===== src/rtl/login_ctrl.sv =====
// Login-mode controller: collects ID digits from button pulses, checks them against a
// stored ID, counts failed attempts and enforces a timed lockout.
module login_ctrl #(
    parameter int unsigned               NUM_DIGITS  = 4,
    parameter logic [NUM_DIGITS*4-1:0]   USER_ID     = 16'h1234,
    parameter int unsigned               MAX_TRIES   = 3,
    parameter int unsigned               LOCK_CYCLES = 50000000
) (
    input  logic       CLK,
    input  logic       RST,
    input  logic [3:0] digit_in,
    input  logic       enter_p,
    input  logic       logout_p,
    output logic       logged_in,
    output logic       fail,
    output logic       locked,
    output logic [2:0] digit_cnt,
    output logic [2:0] tries_left
);

    localparam logic [2:0] StEntry   = 3'd0;
    localparam logic [2:0] StCheck   = 3'd1;
    localparam logic [2:0] StGranted = 3'd2;
    localparam logic [2:0] StDenied  = 3'd3;
    localparam logic [2:0] StLocked  = 3'd4;

    logic [2:0]  state_q, state_d;
    logic [2:0]  digit_cnt_q, digit_cnt_d;
    logic        mismatch_q, mismatch_d;
    logic [2:0]  fails_q, fails_d;
    logic [31:0] lock_cnt_q, lock_cnt_d;

    logic [NUM_DIGITS*4-1:0] id_shifted;
    logic [3:0]              exp_digit;

    // Digit 0 is the most-significant nibble of USER_ID.
    assign id_shifted = USER_ID >> (4 * (NUM_DIGITS - 1 - 32'(digit_cnt_q)));
    assign exp_digit  = id_shifted[3:0];

    always_comb begin
        state_d     = state_q;
        digit_cnt_d = digit_cnt_q;
        mismatch_d  = mismatch_q;
        fails_d     = fails_q;
        lock_cnt_d  = lock_cnt_q;
        case (state_q)
            StEntry: begin
                if (logout_p) begin
                    digit_cnt_d = 3'd0;
                    mismatch_d  = 1'b0;
                end else if (enter_p) begin
                    // No early abort: every attempt takes the full digit count.
                    mismatch_d = mismatch_q | (digit_in != exp_digit);
                    if (32'(digit_cnt_q) == NUM_DIGITS - 1) begin
                        digit_cnt_d = 3'd0;
                        state_d     = StCheck;
                    end else begin
                        digit_cnt_d = digit_cnt_q + 3'd1;
                    end
                end
            end
            StCheck: begin
                mismatch_d = 1'b0;
                if (!mismatch_q) begin
                    state_d = StGranted;
                    fails_d = 3'd0;
                end else if (32'(fails_q) + 1 >= MAX_TRIES) begin
                    state_d    = StLocked;
                    fails_d    = 3'(MAX_TRIES);
                    lock_cnt_d = 32'd0;
                end else begin
                    state_d = StDenied;
                    fails_d = fails_q + 3'd1;
                end
            end
            StDenied: state_d = StEntry;
            StGranted: begin
                if (logout_p) state_d = StEntry;
            end
            StLocked: begin
                if (lock_cnt_q == LOCK_CYCLES - 1) begin
                    state_d    = StEntry;
                    fails_d    = 3'd0;
                    lock_cnt_d = 32'd0;
                end else begin
                    lock_cnt_d = lock_cnt_q + 32'd1;
                end
            end
            default: begin
                state_d     = StEntry;
                digit_cnt_d = 3'd0;
                mismatch_d  = 1'b0;
            end
        endcase
    end

    always_ff @(posedge CLK or negedge RST) begin
        if (!RST) begin
            state_q     <= StEntry;
            digit_cnt_q <= 3'd0;
            mismatch_q  <= 1'b0;
            fails_q     <= 3'd0;
            lock_cnt_q  <= 32'd0;
        end else begin
            state_q     <= state_d;
            digit_cnt_q <= digit_cnt_d;
            mismatch_q  <= mismatch_d;
            fails_q     <= fails_d;
            lock_cnt_q  <= lock_cnt_d;
        end
    end

    assign logged_in  = (state_q == StGranted);
    assign fail       = (state_q == StDenied);
    assign locked     = (state_q == StLocked);
    assign digit_cnt  = digit_cnt_q;
    assign tries_left = 3'(MAX_TRIES) - fails_q;

endmodule


===== config.mk =====
export PLATFORM = sky130hd
export DESIGN_NAME = login_ctrl
export DESIGN_NICKNAME = d
export VERILOG_FILES = /design/src/rtl/login_ctrl.sv
export SDC_FILE = /design/constraint.sdc
export NUM_CORES = 1
export LEC_CHECK = 0
export BUFFER_PORTS_ARGS = -buffer_cell sky130_fd_sc_hd__clkbuf_2
export CAP_MARGIN = 20
export CORE_MARGIN = 2
export CORE_UTILIZATION = 60
export DETAILED_ROUTE_END_ITERATION = 16
export PLACE_DENSITY = 0.8
export SLEW_MARGIN = 20
export SYNTH_ARGS = -nofsm -noshare
export SYNTH_HDL_FRONTEND = slang
export SYNTH_SLANG_ARGS = --single-unit
export TNS_END_PERCENT = 20

===== constraint.sdc =====
create_clock -name CLK -period 4.6 [get_ports CLK]
set_input_delay 0.46 -clock CLK [delete_from_list [all_inputs] [get_ports CLK]]
set_output_delay 0.46 -clock CLK [all_outputs]
set_load 0.05 [all_outputs]

==> impl_results.md <==
* DR top layer: met4
* Hold WC Path Type: in -> async
* Post-CTS setup buffers at 0
* CTS tree: built
* Share of post-route cells with drive strength above 1 at 0.110
* Dominant cell type by area after synthesis: dfrtp_1
* CTS H-tree depth at 2
* CP required at 4750 ps
* Row count at 23
* Sequential power share at 0.558
* Sw Pwr at 194 µW
* Clock Power Share at 0.324
* Measured slew at the worst slew-check pin at 915 ps
* Critical path startpoint: lock_cnt_q[0]
* Post-synth top flop: dfrtp_1
* First-pass GRT wire length at approximately 8.8 mm
* Mapped cell area at between 2000 and 2500 µm²
* Slew HR at 0.390
* Syn nets at between 200 and 300
* Synthesis Warnings at 0
* Detailed Route Iter0 Violations at around 180
* Seq cells post-synth at 42
* Final wirelength at 5.45 mm
* Vias in the first global route at 1,954
* Final Skew at 12.3 ps
* Detail Route met3 WL at 228 µm
* Reg2reg setup slack at 1790 ps
* Sw frac at 0.277
* Placer congestion estimate at 0.858
* Async S/R FF share, synth at 1.00
* Largest net degree at the start of global routing at 43
* Area Overhead vs Synth at 4.75%
* CP Capture Point: lock_cnt_q[21]
* Die area at between 4000 and 5000 µm²
* Antenna Cells at 0
* Setup-failing EPs final at 0
* Top Ports at 17
* Lkg Pwr at between 0.001 and 0.0015 µW
* Num Clock Sinks at 42
* Reg clk slew, reported paths at 80 ps
* Setup crit end kind: register
* Final HPWL DP at 3.83 mm
* Critical Path AT at between 2000 and 3000 ps
* Antenna viol nets, final at 0
* Max-slew violations at 0
* Max cap viols at 0
* Type of origin of the critical path: register
* Initial Util at 0.625
* Port Buffer Count at 16
* Share of the synthesized area in the top cell type at 0.420
* Clock latency on the worst-skew pair at 300 ps
* Maximum root-to-sink buffer count at 2
* Depth of the most critical reg-to-reg path at 6
* Post-synth cell types at 47
* Internal at 506 µW
* RSZ-0062 raised after global routing: no
* FMAX at between 0.3 and 0.4 GHz
* R2r startpoint: lock_cnt_q[0]
* Nets at 301
* Final TNS setup at 0 ps
* Tot Pwr at 700 µW
* Grt ovf at 0
* Die Wd at about 70 µm
* EDFF count, synth at 0
* Initial antenna violation count at 0
* Status: finished clean
* Placed cells at 333
* Finished Layout Cells at 340
* Syn Inst Count at 285
* Crit path kind: reg -> reg
* Resized cells post-CTS at 0
* Wire per inst at 16.0 µm
* Crit path max fanout at 25
* CTS Hold Bufs at 0
* Crit share post-route at 0.611
* GRT Util Overall at 0.257
* R2r endpoint: lock_cnt_q[21]
* Via/cell ratio at 6.29
* Largest cells by area after synthesis: dfrtp_1, xnor2_1, nor2_1
* Tmin final at 2810 ps
* Drc violations at 0
* Gate power share at 0.117
* Num CTS Buffers at 5
* Chip height at ~69 µm
* Pre-Repair DR Iteration Count at 4
* Root Buffer: clkbuf_8
* WL met1 at around 2.4 mm
* VDD IR-drop max at about 0.17 mV
* Fin. Hold Viols at 0
* Syn_area_per_cell at 8.77 µm²
* Via count at roughly 2,100
* WL met2 at 2.72 mm
* P per Cell Area at ~270 nW/µm²
* Register area share after synthesis at 0.420
* Floorplan core area at 4000 µm²
layout make-up:
class                      instances  area [µm²]
multi-input combinational        213        1300
fill                             329        1380
timing repair buffer              16        80.1
inverter                          12        46.3
tap                               50        62.6
clock buffer                       7        76.3
sequential                        42        1050
cells by family after synthesis:
kind of cell	Yosys count	share of synthesized area
AOI/OAI and AO/OA	48	0.119
DFF	42	0.420
adders and majority gates	3	0.0150
buffers and inverters	30	0.0601
and+or+nand+nor	137	0.298
xor gates and xnor gates	25	0.0876
registers in the layout, summed over array words and instances (netlist names):
name	flops
lock_cnt_q	32
digit_cnt	3
state_q	3
mismatch_q	1
fails_q	3
cells in the mapped netlist (4+ instances only):
| cell | n |
|---|---|
| dfrtp_1 | 42 |
| a21oi_1 | 19 |
| nor4_1 | 12 |
| a31oi_1 | 4 |
| xor2_1 | 6 |
| xnor2_1 | 19 |
| nand4_1 | 11 |
| and3_1 | 4 |
| inv_1 | 11 |
| o21ai_0 | 11 |
| nor3_1 | 9 |
| buf_2 | 6 |
| nand2b_1 | 4 |
| clkbuf_1 | 6 |
| nand2_1 | 18 |
| nand3_1 | 16 |
| or3_1 | 4 |
| nor2_1 | 37 |
routing by layer:
metal  vias to the layer above  global-route usage
li1                       1032                   -
met2                        70               0.428
met1                      1023               0.322
met5                         -                   0
met4                         0               0.113
met3                        13              0.0536
power by group through the flow:
| stage | Sequential (µW) | Clock (µW) | Combinational (µW) |
|---|---|---|---|
| after global routing | 392 | 248 | 90.8 |
| final | 391 | 227 | 81.9 |
| after CTS | 390 | 230 | 82.9 |
| after floorplan | 397 | 0 | 55.4 |
| after global placement | 397 | 0 | 78.6 |
| after detailed placement | 398 | 0 | 82.8 |
worst max-delay path, stage by stage (launching register included):
cell,delay [ps]
dfrtp_1,420
ha_1,260
nand3_2,110
or4_4,590
or3_1,550
a21oi_4,600
nor2_1,120
cells in the final DEF (no fill, tap or decap), drive strengths merged, types with 2 or more instances in the layout:
cell	instances
dfrtp	42
or3	4
nor3	9
a31oi	4
a211oi	2
nand4	11
xnor2	19
xor2	6
clkbuf	22
and3	4
o21ai	11
nor2	37
nand2b	4
and4	3
nor3b	2
a21oi	20
or4b	2
nand2	18
or4	4
nor4bb	3
nor4	13
nand3	17
inv	11
o31ai	2
o221ai	2
or3b	3
ha	3
through the flow:
stage	setup slack, ps	utilization	instance area (µm²)	hold slack (ps)
3_5_place_dp	1850	0.635	2540	560
3_3_place_gp	1930	0.635	2540	549
4_1_cts	1820	0.654	2620	364
2_1_floorplan	2220	-	2500	164
6_report	1790	0.655	2620	285
5_1_grt	1640	0.655	2620	373
worst min path at each step:
stage                           to  slack [ps]  cells after the start
finish               lock_cnt_q[0]         290                      1
global route         lock_cnt_q[2]         370                      1
detailed placement   lock_cnt_q[1]         560                      1
floorplan             digit_cnt[0]         160                      0
global placement    lock_cnt_q[15]         550                      2
CTS                  lock_cnt_q[3]         360                      1
(Power assumes the default switching activity.)
